<file path="src/rtl/tour_seq.sv">
// tour_seq: top-level sequencer for the knight's-tour robot.
// Accepts a "start tour" command (opcode 4'h6) from the UART wrapper, starts
// the solver under a watchdog, launches the move-command sequencer and counts
// completed moves until the tour finishes, errors out or is aborted.
//
// Handshake note: the UART command is a level (cmd_rdy_UART held with
// cmd_UART) that stays pending until this block consumes it with a one-cycle
// clr_tour_cmd. Every other output pulse is a single registered cycle that
// follows the cycle in which its condition was sampled.
module tour_seq #(
  parameter int SOLVE_TIMEOUT = 50_000_000,
  parameter int NUM_MOVES     = 24
) (
  input  logic        clk,
  input  logic        rst_n,
  input  logic [15:0] cmd_UART,
  input  logic        cmd_rdy_UART,
  output logic        clr_tour_cmd,
  output logic        go,
  output logic [2:0]  x_start,
  output logic [2:0]  y_start,
  input  logic        solve_done,
  output logic        start_tour,
  input  logic        send_resp,
  input  logic        abort,
  output logic [4:0]  mv_cnt,
  output logic        tour_busy,
  output logic        tour_done,
  output logic        tour_err,
  output logic        err_resp,
  output logic [1:0]  dbg_state
);

  localparam int TW = $clog2(SOLVE_TIMEOUT + 1);
  localparam logic [TW-1:0] TO_LAST    = TW'(SOLVE_TIMEOUT - 1);
  localparam logic [4:0]    MOVES_LAST = 5'(NUM_MOVES - 1);

  typedef enum logic [1:0] {
    S_IDLE   = 2'd0,
    S_SOLVE  = 2'd1,
    S_LAUNCH = 2'd2,
    S_RUN    = 2'd3
  } state_t;

  state_t        r_state,  w_nxt_state;
  logic [TW-1:0] r_to_cnt, w_nxt_to_cnt;
  logic          r_leg,    w_nxt_leg;
  logic [2:0]    r_x,      w_nxt_x;
  logic [2:0]    r_y,      w_nxt_y;
  logic [4:0]    r_mv,     w_nxt_mv;
  logic          r_err,    w_nxt_err;
  logic          r_clr,    w_nxt_clr;
  logic          r_go,     w_nxt_go;
  logic          r_start,  w_nxt_start;
  logic          r_done,   w_nxt_done;
  logic          r_eresp,  w_nxt_eresp;
  logic          r_busy,   w_nxt_busy;

  logic w_tour_cmd;
  logic w_coord_ok;

  assign w_tour_cmd = cmd_rdy_UART && (cmd_UART[15:12] == 4'h6);
  assign w_coord_ok = (cmd_UART[6:4] <= 3'd4) && (cmd_UART[2:0] <= 3'd4);

  // Next-state and next-output decode; abort outranks every other transition.
  always_comb begin
    w_nxt_state  = r_state;
    w_nxt_to_cnt = r_to_cnt;
    w_nxt_leg    = r_leg;
    w_nxt_x      = r_x;
    w_nxt_y      = r_y;
    w_nxt_mv     = r_mv;
    w_nxt_err    = r_err;
    w_nxt_clr    = 1'b0;
    w_nxt_go     = 1'b0;
    w_nxt_start  = 1'b0;
    w_nxt_done   = 1'b0;
    w_nxt_eresp  = 1'b0;
    case (r_state)
      S_IDLE: begin
        // A command waiting while abort is high stays pending.
        if (w_tour_cmd && !abort) begin
          w_nxt_clr = 1'b1;
          if (w_coord_ok) begin
            w_nxt_x      = cmd_UART[6:4];
            w_nxt_y      = cmd_UART[2:0];
            w_nxt_go     = 1'b1;
            w_nxt_err    = 1'b0;
            w_nxt_mv     = 5'd0;
            w_nxt_to_cnt = '0;
            w_nxt_state  = S_SOLVE;
          end else begin
            w_nxt_err   = 1'b1;
            w_nxt_eresp = 1'b1;
          end
        end
      end
      S_SOLVE: begin
        w_nxt_to_cnt = r_to_cnt + TW'(1);
        if (abort) begin
          w_nxt_state = S_IDLE;
        end else if (solve_done) begin
          w_nxt_state = S_LAUNCH;
        end else if (r_to_cnt == TO_LAST) begin
          w_nxt_state = S_IDLE;
          w_nxt_err   = 1'b1;
          w_nxt_eresp = 1'b1;
        end
      end
      S_LAUNCH: begin
        if (abort) begin
          w_nxt_state = S_IDLE;
        end else begin
          w_nxt_start = 1'b1;
          w_nxt_leg   = 1'b0;
          w_nxt_state = S_RUN;
        end
      end
      S_RUN: begin
        if (abort) begin
          w_nxt_state = S_IDLE;
        end else if (send_resp) begin
          // Leg toggles vertical/horizontal; a move completes on the second leg.
          if (r_leg) begin
            w_nxt_leg = 1'b0;
            w_nxt_mv  = r_mv + 5'd1;
            if (r_mv == MOVES_LAST) begin
              w_nxt_done  = 1'b1;
              w_nxt_state = S_IDLE;
            end
          end else begin
            w_nxt_leg = 1'b1;
          end
        end
      end
      default: w_nxt_state = S_IDLE;
    endcase
    w_nxt_busy = (w_nxt_state != S_IDLE);
  end

  // State and output registers with synchronous active-low reset.
  always_ff @(posedge clk) begin
    if (!rst_n) begin
      r_state  <= S_IDLE;
      r_to_cnt <= '0;
      r_leg    <= 1'b0;
      r_x      <= 3'd0;
      r_y      <= 3'd0;
      r_mv     <= 5'd0;
      r_err    <= 1'b0;
      r_clr    <= 1'b0;
      r_go     <= 1'b0;
      r_start  <= 1'b0;
      r_done   <= 1'b0;
      r_eresp  <= 1'b0;
      r_busy   <= 1'b0;
    end else begin
      r_state  <= w_nxt_state;
      r_to_cnt <= w_nxt_to_cnt;
      r_leg    <= w_nxt_leg;
      r_x      <= w_nxt_x;
      r_y      <= w_nxt_y;
      r_mv     <= w_nxt_mv;
      r_err    <= w_nxt_err;
      r_clr    <= w_nxt_clr;
      r_go     <= w_nxt_go;
      r_start  <= w_nxt_start;
      r_done   <= w_nxt_done;
      r_eresp  <= w_nxt_eresp;
      r_busy   <= w_nxt_busy;
    end
  end

  assign clr_tour_cmd = r_clr;
  assign go           = r_go;
  assign x_start      = r_x;
  assign y_start      = r_y;
  assign start_tour   = r_start;
  assign mv_cnt       = r_mv;
  assign tour_busy    = r_busy;
  assign tour_done    = r_done;
  assign tour_err     = r_err;
  assign err_resp     = r_eresp;
  assign dbg_state    = r_state;

endmodule

</file>
<file path="config.mk">
export PLATFORM = sky130hd
export DESIGN_NAME = tour_seq
export DESIGN_NICKNAME = d
export VERILOG_FILES = /design/src/rtl/tour_seq.sv
export SDC_FILE = /design/constraint.sdc
export NUM_CORES = 1
export LEC_CHECK = 0
export ABC_AREA = 1
export BUFFER_PORTS_ARGS = -buffer_cell sky130_fd_sc_hd__buf_2
export CORE_UTILIZATION = 30
export CTS_CLUSTER_SIZE = 25
export DETAILED_ROUTE_END_ITERATION = 8
export SYNTH_ARGS = -nofsm -noshare
export SYNTH_HDL_FRONTEND = slang
export SYNTH_SLANG_ARGS = --single-unit
</file>
<file path="constraint.sdc">
create_clock -name clk -period 1.56 [get_ports clk]
set_input_delay 0.39 -clock clk [delete_from_list [all_inputs] [get_ports clk]]
set_output_delay 0.39 -clock clk [all_outputs]
set_load 0.01 [all_outputs]
</file>
==> run_results.csv, run 1 <==
group,metric,value,unit
outcome,status,"completed",
cells_and_area,postLayoutCellArea,0.00315,sq mm
cells_and_area,syn_to_final_growth,19.1,%
min_path,min_path_type,"in -> reg",
synth,synth_common_cells,"nand2_1 (129), dfxtp_1 (47), nor2_1 (46)",
floorplanning,pin_count,42,
worst_setup_path,worst-setup-path-type,"reg -> reg",
cells_and_area,fill_cells,900,
timing,drv_slew,0,
detailed_routing,drtIter0Drc,176,
floorplanning,core_area,0.00838,sq mm
cts,clock_sinks,47,
synth,synth_area_leaders,"dfxtp_1 (36%), nand2_1 (18%), nand3_1 (7.4%)",
synth,synth.most_common_cell,"nand2_1",
synth,yosys.area.top_type,"dfxtp_1",
global_route,grt_pass1_wl,11.6,mm
detailed_routing,drt_pass1_iterations,5,
cts,cts_made_buffers,5,
global_route,globalRouteTotalUtil,0.161,
synth,ys_seq_elements,47,
synth,synth.yosys.seq_area_share,0.356,
worst_setup_path,crit_fanout,6,
cts,clock_latency,0.30,ns
synth,synth.distinct_cells,31,
cts,h-tree-depth,2,
floorplanning,die_w,95.9,um
placement,place_area,0.00304,sq mm
detailed_routing,drc,0,
detailed_routing,vias,2676,
cts,clk_pin_slew,0.09,ns
placement,place_hpwl,5.07,mm
power,p_per_area,650,mW/mm^2
floorplanning,die_y,95.9,um
worst_setup_path,start_kind,"flip-flop",
timing,skew,0.00867,ns
cts,cts_hold_buf,0,
timing,tightest_slew,0.457,ns
power,leakagePower,1.27,nW
detailed_routing,vias_per_cell,4.74,
synth,synth.cell_area,0.00265,sq mm
synth,async_reset_ff_frac,0,
worst_setup_path,end_kind,"flip-flop",
timing,slew_headroom,0.695,
global_route,grt_max_degree,32,
worst_setup_path,rrSetupSlack,0.16,ns
detailed_routing,postRouteWirelength,6.77,mm
power,peakVddDrop,324,uV
detailed_routing,antenna_left,0,
synth,synth.top_cell.area_share,0.356,
synth,synthCells,407,
synth,syn_nets,431,
cells_and_area,final_cells,565,
cts,cts_tree,"yes",
timing,period_share,0.898,
timing,setup_violations,0,
cells_and_area,drive_gt1_frac,0.246,
timing,tns,0,ns
cells_and_area,diodes,0,
cts,cts_root_buf,"clkbuf_8",
job,cap_violations,0,
floorplanning,start_util,0.316,
floorplanning,rows,33,
synth,synth_edf_count,0,
global_route,antenna_found_initial,0,
global_route,overflow,0,
timing,rsz0062_at_grt,"no",
floorplanning,die_area,0.00920,sq mm
placement,gp_congestion,0.905,
cells_and_area,fin_nets,483,
worst_setup_path,worstPathRequired,1.74,ns
timing,clock.fmax,713,MHz
placement,dp.cells,557,
timing,hold_viol_final,0,
placement,placement.io_buffers,35,
timing,layout_min_cycle_time,1.40,ns
power,total_power,2.05,mW
synth,synth_area_per_cell,6.50,sq um
synth,synth_warnings,0,
cts,clock_path_buffers,2,
detailed_routing,detail_route.wl_per_cell,12.0,um
worst_setup_path,crit_arrival,1.58,ns
global_route,grt_pass1_vias,2619,
synth,synth_flop_cell,"dfxtp_1",
-- report_power, final --
part | switching [mW] | internal (mW) | total, mW | leakage, nW
logic | 0.0450 | 0.0295 | 0.0745 | 0.845
clock network | 0.450 | 0.323 | 0.773 | 0.0454
registers | 0.00110 | 1.20 | 1.20 | 0.382
-- through the flow --
stage,setup slack [ns],utilization,hold WS [ns]
detailed placement,-0.196,0.363,0.431
global route,0.00269,0.376,0.291
global placement,-0.185,0.363,0.424
CTS,0.0781,0.374,0.282
floorplan,0.149,-,0.455
finish,0.158,0.376,0.286
-- routing by layer --
layer | vias up | wire length, um | track usage
li1 | 1400 | - | -
met1 | 1192 | 3150 | 0.206
met2 | 77 | 3210 | 0.282
met3 | 7 | 362 | 0.0284
met4 | 0 | 47 | 0.0336
met5 | - | 0 | 0
-- layout make-up --
class,count,area [sq um],share of cell area
clock buffers,6,72.6,0.0230
clock inverters,2,17.5,0.00556
inverters,38,144,0.0457
multi-input cells,314,1530,0.485
flip-flops and latches,47,948,0.301
well taps,105,131,0.0417
repair buffers,53,310,0.0985
-- critical path: stages, from the launching register on --
cell     delay [ns]
dfxtp_1        0.48
nand2_2        0.14
nor2_2         0.19
nand2_1        0.11
nor2_2         0.11
nand2_1        0.06
nand2_1        0.05
nand2_1        0.05
nand2_1        0.06
a21oi_2        0.05
-- timing repair --
| action | CTS | global route |
|---|---|---|
| gates cloned | 0 | 0 |
| endpoints found under the setup margin | 1 | 11 |
| setup buffers | 0 | 0 |
| gates resized for setup | 1 | 10 |
-- worst paths after layout --
check                                              start                   endpoint  cells past startpoint
worst max-delay path            r_to_cnt[8]$_SDFFE_PN0P_  r_to_cnt[22]$_SDFFE_PN0P_                      9
worst min-delay path                         cmd_UART[5]    x_start[1]$_SDFFE_PN0P_                      3
worst max register to register  r_to_cnt[8]$_SDFFE_PN0P_  r_to_cnt[22]$_SDFFE_PN0P_                      9
worst min register to register   x_start[0]$_SDFFE_PN0P_    x_start[0]$_SDFFE_PN0P_                      2
-- placed cells by master, fill, tap and decap left out --
master    count
nand2_4       1
inv_2         4
clkbuf_8      5
nand2_2      11
buf_2        35
o21a_1        1
a22oi_1       1
a21oi_1      24
a211oi_1      1
inv_1        33
nand4_1      10
buf_4        18
clkbuf_1      1
o21ai_0       5
clkinv_2      1
dfxtp_2       6
nor3_1        4
ha_2          1
o21bai_1      2
or2_2         4
xor2_1        3
o21ai_1       4
nor2_4        7
a21oi_2       3
clkinv_4      2
nand3_2       2
nand3_1      39
ha_1          1
dfxtp_1      41
nand3b_1      3
nor2_1       44
nor2_2       13
or2_1         2
nand2_1     128
-- cells by family after synthesis --
| logic type | after synthesis | share of synthesized area |
|---|---|---|
| adders and majority gates | 2 | 0.00945 |
| xor gates and xnor gates | 3 | 0.00993 |
| and+or+nand+nor | 268 | 0.467 |
| DFF | 47 | 0.356 |
| buffers and inverters | 46 | 0.0714 |
| AOI/OAI and AO/OA | 41 | 0.0865 |
-- registers in the layout, indices dropped and copies added, names as in the netlist --
signal        flops
clr_tour_cmd      1
dbg_state         2
start_tour        1
r_to_cnt         26
r_leg             1
err_resp          1
go                1
tour_done         1
mv_cnt            5
tour_err          1
x_start           3
y_start           3
tour_busy         1
No activity file was read; power rests on OpenSTA's default activity.
==> inputs of run 2 (changes only) <==
--- a/config.mk
+++ b/config.mk
@@ -7,6 +7,7 @@
 export LEC_CHECK = 0
 export ABC_AREA = 1
 export BUFFER_PORTS_ARGS = -buffer_cell sky130_fd_sc_hd__buf_2
+export CAP_MARGIN = 10
 export CORE_UTILIZATION = 30
 export CTS_CLUSTER_SIZE = 25
 export DETAILED_ROUTE_END_ITERATION = 8
==> constraint.sdc (replaced) <==
create_clock -name clk -period 1.7 [get_ports clk]
set_input_delay 0.425 -clock clk [delete_from_list [all_inputs] [get_ports clk]]
set_output_delay 0.425 -clock clk [all_outputs]
set_load 0.01 [all_outputs]
==> run_results.csv, run 2 (synthesized netlist as in run 1, its figures left out) <==
group,metric,value,unit
timing,drv_slew,0,
floorplanning,start_util,0.316,
floorplanning,rows,33,
cts,clock_latency,0.31,ns
cells_and_area,regMostFlops,"r_to_cnt",
cts,clk_pin_slew,0.09,ns
cells_and_area,largest_reg_flops,26,
detailed_routing,antenna_left,0,
timing,skew,0.0134,ns
cells_and_area,drive_gt1_frac,0.216,
placement,gp_congestion,0.900,
power,peakVddDrop,303,uV
placement,place_hpwl,4.96,mm
cells_and_area,final_common_cell,"nand2_1",
global_route,antenna_found_initial,0,
placement,placement.io_buffers,35,
detailed_routing,vias_per_cell,4.83,
detailed_routing,drt_pass1_iterations,4,
outcome,status,"completed",
global_route,grt_max_degree,32,
cts,cts_setup_buffers,0,
global_route,grt_pass1_vias,2513,
timing,hold_viol_final,0,
cts,cts_root_buf,"clkbuf_8",
worst_setup_path,worst-setup-path-type,"reg -> reg",
cells_and_area,final_cells,559,
min_path,min_path_type,"in -> reg",
worst_setup_path,crit_fanout,5,
detailed_routing,vias,2701,
cells_and_area,utilization,0.369,
floorplanning,die_y,95.9,um
timing,clock.fmax,659,MHz
timing,rsz0062_at_grt,"no",
cells_and_area,regArea,941,sq um
timing,setup_violations,0,
worst_setup_path,start_kind,"flip-flop",
detailed_routing,drc,0,
cells_and_area,multiInputGateArea,0.00152,sq mm
cts,cts_hold_buf,0,
detailed_routing,drtIter0Drc,140,
global_route,globalRouteTotalUtil,0.156,
cells_and_area,diodes,0,
timing,tightest_slew,0.482,ns
cts,cts_resized,0,
cells_and_area,fill_cells,930,
cells_and_area,fin_nets,477,
power,total_power,1.88,mW
cts,clock_path_buffers,2,
detailed_routing,postRouteWirelength,6.62,mm
job,cap_violations,0,
floorplanning,die_w,95.9,um
floorplanning,die_area,0.00920,sq mm
cts,h-tree-depth,2,
cts,cts_tree,"yes",
worst_setup_path,worstPathRequired,1.90,ns
power,p_per_area,609,mW/mm^2
timing,layout_min_cycle_time,1.52,ns
timing,slew_headroom,0.678,
cells_and_area,syn_to_final_growth,16.7,%
worst_setup_path,crit_arrival,1.72,ns
cells_and_area,final_cell_mix,"nand2_1 (129), dfxtp_1 (47), nor2_1 (45), nand3_1 (39), buf_2 (35)",
global_route,overflow,0,
global_route,grt_pass1_wl,11.2,mm
worst_setup_path,end_kind,"flip-flop",
floorplanning,core_area,0.00838,sq mm
detailed_routing,detail_route.wl_per_cell,11.8,um
timing,period_share,0.892,
floorplanning,pin_count,42,
power,leakagePower,1.24,nW
placement,dp.cells,551,
cts,clock_sinks,47,
cts,cts_made_buffers,5,
[run 2: stage by stage]
step / setup WS, ns / area [sq um] / TNS, ns / hold WS (ns)
final: 0.184 / 3090 / 0 / 0.322
after global placement: -0.0982 / 3000 / -0.579 / 0.427
after detailed placement: -0.104 / 3000 / -0.600 / 0.432
after global routing: 0.0391 / 3090 / 0 / 0.325
after CTS: 0.0958 / 3090 / 0 / 0.310
after floorplan: 0.289 / 2650 / 0 / 0.455
[run 2: path summary, 6_finish.rpt]
path                       startpoint                   endpoint  slack, ns  depth (start not counted)
min                       cmd_UART[2]    y_start[2]$_SDFFE_PN0P_       0.32                          3
max reg2reg  r_to_cnt[0]$_SDFFE_PN0P_  r_to_cnt[15]$_SDFFE_PN0P_       0.18                         10
max          r_to_cnt[0]$_SDFFE_PN0P_  r_to_cnt[15]$_SDFFE_PN0P_       0.18                         10
min reg2reg   y_start[0]$_SDFFE_PN0P_    y_start[0]$_SDFFE_PN0P_       0.45                          2
[run 2: critical path, stage by stage (launching register included)]
cell and delay (ns):
dfxtp_1 0.38, buf_4 0.15, inv_1 0.05, nor2_2 0.24, nand2_4 0.11, clkinv_2 0.08
nand3_1 0.09, nor2_1 0.16, nand2_1 0.07, nand2_1 0.05, nor2_1 0.04
[run 2: routing by layer]
metal / up-vias / part of all wire / GRT usage
met5: - / 0 / 0
met4: 0 / 0.018 / 0.0485
met3: 13 / 0.056 / 0.0348
met2: 83 / 0.47 / 0.267
met1: 1210 / 0.46 / 0.195
li1: 1395 / - / -
[run 2: final cells by class]
type | count | area share
clock buffer | 6 | 0.0235
clock inverter | 2 | 0.00527
inverter | 38 | 0.0466
multi-input combinational | 314 | 0.492
sequential | 47 | 0.305
tap | 105 | 0.0425
timing repair buffer | 47 | 0.0859
[run 2: power by group]
part / internal, mW / switching [mW]
logic: 0.0241 / 0.0409
registers: 1.10 / 0.000975
clock network: 0.296 / 0.418
total: 1.42 / 0.460
==> inputs of run 3 (changes only) <==
--- a/config.mk
+++ b/config.mk
@@ -7,10 +7,10 @@
 export LEC_CHECK = 0
 export ABC_AREA = 1
 export BUFFER_PORTS_ARGS = -buffer_cell sky130_fd_sc_hd__buf_2
-export CAP_MARGIN = 10
 export CORE_UTILIZATION = 30
 export CTS_CLUSTER_SIZE = 25
 export DETAILED_ROUTE_END_ITERATION = 8
+export SKIP_LAST_GASP = 1
 export SYNTH_ARGS = -nofsm -noshare
 export SYNTH_HDL_FRONTEND = slang
 export SYNTH_SLANG_ARGS = --single-unit
==> constraint.sdc (replaced) <==
create_clock -name clk -period 1.7 [get_ports clk]
set_input_delay 0.17 -clock clk [delete_from_list [all_inputs] [get_ports clk]]
set_output_delay 0.17 -clock clk [all_outputs]
set_load 0.01 [all_outputs]
==> run_results.csv, run 3 (synthesized netlist as in run 1, its figures left out) <==
group,metric,value,unit
cells_and_area,largest_reg_flops,26,
min_path,min_to,"x_start[0]$_SDFFE_PN0P_",
detailed_routing,drtIter0Drc,111,
cts,cts_root_buf,"clkbuf_8",
timing,clock.fmax,657,MHz
cts,cts_hold_buf,0,
cells_and_area,postLayoutCellArea,0.00307,sq mm
timing,layout_min_cycle_time,1.52,ns
job,cap_violations,0,
timing,setup_violations,0,
global_route,antenna_found_initial,0,
global_route,globalRouteTotalUtil,0.159,
timing,tns,0,ns
worst_setup_path,crit_arrival,1.73,ns
power,p_per_area,619,mW/mm^2
detailed_routing,detail_route.wl_per_cell,11.7,um
cells_and_area,drive_gt1_frac,0.213,
worst_setup_path,start_kind,"flip-flop",
cts,clock_path_buffers,2,
worst_setup_path,worstReg2RegStart,"r_to_cnt[5]$_SDFFE_PN0P_",
worst_setup_path,path_depth,9,
outcome,status,"completed",
cts,h-tree-depth,2,
worst_setup_path,crit_fanout,5,
min_path,whs_path_depth,3,
floorplanning,die_w,95.9,um
cells_and_area,regMostFlops,"r_to_cnt",
worst_setup_path,crit_path_frequent_cell,"nand2_1",
detailed_routing,postRouteWirelength,6.52,mm
worst_setup_path,worst-setup-path-type,"reg -> reg",
placement,pre_cts_ws,0.123,ns
worst_setup_path,cp_cell_sequence,"nand2_2 -> nor2_2 -> nand2_1 -> nor2_1 -> nand3b_1 -> nand2_1 -> nand2_1 -> nand2_1 -> nand3_1",
cells_and_area,fin_nets,474,
timing,rsz0062_at_grt,"no",
global_route,grt_max_degree,32,
worst_setup_path,cp_num_buf_inv,0,
cells_and_area,final_common_cell,"nand2_1",
global_route,grt_pass1_vias,2517,
detailed_routing,drt_pass1_iterations,4,
worst_setup_path,end_kind,"flip-flop",
floorplanning,pin_count,42,
cells_and_area,syn_to_final_growth,16.0,%
detailed_routing,vias_per_cell,4.76,
timing,tightest_slew,0.491,ns
timing,period_share,0.896,
floorplanning,die_area,0.00920,sq mm
placement,gp_congestion,0.907,
cts,clock_sinks,47,
cells_and_area,final_cell_mix,"nand2_1 (129), dfxtp_1 (47), nor2_1 (45), nand3_1 (39), buf_2 (35)",
timing,skew,0.00615,ns
cts,cts_made_buffers,5,
cts,clock_latency,0.31,ns
power,peakVddDrop,380,uV
worst_setup_path,slowest_stage,"dfxtp_1",
worst_setup_path,worstPathRequired,1.91,ns
placement,place_hpwl,4.91,mm
detailed_routing,vias,2646,
global_route,overflow,0,
cts,cts_tree,"yes",
min_path,min_path_type,"in -> reg",
worst_setup_path,worstReg2RegEnd,"tour_busy$_SDFF_PN0_",
placement,placement.io_buffers,35,
worst_setup_path,crit_family,"simple AND/OR/NAND/NOR gates",
floorplanning,start_util,0.316,
cts,clk_pin_slew,0.10,ns
global_route,grt_pass1_wl,11.3,mm
timing,layout_setup_ws,0.177,ns
timing,hold_viol_final,0,
timing,drv_slew,0,
floorplanning,core_area,0.00838,sq mm
detailed_routing,drc,0,
power,leakagePower,1.23,nW
detailed_routing,antenna_left,0,
worst_setup_path,reg2reg_depth,9,
cells_and_area,diodes,0,
floorplanning,rows,33,
floorplanning,die_y,95.9,um
min_path,hold_start,"cmd_UART[4]",
worst_setup_path,slowest_delay,0.47,ns
worst_setup_path,rrSetupSlack,0.18,ns
timing,slew_headroom,0.672,
placement,place_area,0.00298,sq mm
run 3: stage by stage:
stage | utilization | cells | hold slack [ns] | total power [mW]
2_1_floorplan | - | 407 | 0.280 | 1.16
3_3_place_gp | 0.355 | 548 | 0.382 | 1.19
3_5_place_dp | 0.355 | 548 | 0.394 | 1.19
4_1_cts | 0.366 | 556 | 0.0549 | 1.93
5_1_grt | 0.366 | 556 | 0.0694 | 1.98
6_report | 0.366 | 556 | 0.0646 | 1.90
run 3: timing repair:
action	CTS	global route
setup endpoints to repair	0	11
buffers inserted	0	0
resized for setup	0	1
run 3: worst max-delay path by stage:
stage	from	endpoint
final	r_to_cnt[5]$_SDFFE_PN0P_	tour_busy$_SDFF_PN0_
after global routing	r_to_cnt[1]$_SDFFE_PN0P_	r_to_cnt[16]$_SDFFE_PN0P_
after CTS	dbg_state[1]$_SDFF_PN0_	mv_cnt[2]$_SDFFE_PN0P_
after detailed placement	abort	mv_cnt[2]$_SDFFE_PN0P_
after global placement	abort	mv_cnt[2]$_SDFFE_PN0P_
after floorplan	r_to_cnt[0]$_SDFFE_PN0P_	r_to_cnt[16]$_SDFFE_PN0P_
run 3: per-layer routing:
| layer | GRT usage | up-vias | wire [um] |
|---|---|---|---|
| met2 | 0.273 | 55 | 3080 |
| li1 | - | 1382 | - |
| met5 | 0 | - | 0 |
| met3 | 0.0308 | 8 | 282 |
| met1 | 0.196 | 1201 | 3080 |
| met4 | 0.0547 | 0 | 83 |
run 3: where the power goes:
group	switching [mW]	total (mW)	internal, mW
registers	0.000961	1.10	1.10
clock network	0.436	0.735	0.299
logic	0.0401	0.0625	0.0224
run 3: worst register-to-register path, cell delays in order (launching register included):
cell      delay [ns]
dfxtp_1         0.47
nand2_2         0.13
nor2_2          0.16
nand2_1         0.14
nor2_1          0.13
nand3b_1        0.11
nand2_1         0.07
nand2_1         0.05
nand2_1         0.09
nand3_1         0.07
run 3: final cells by class:
type / instances / area [sq um]
clock inverters: 3 / 22.5
repair buffers: 44 / 243
multi-input cells: 314 / 1520
inverters: 38 / 144
well taps: 105 / 131
clock buffers: 5 / 68.8
flip-flops and latches: 47 / 941
fillers: 935 / 5310
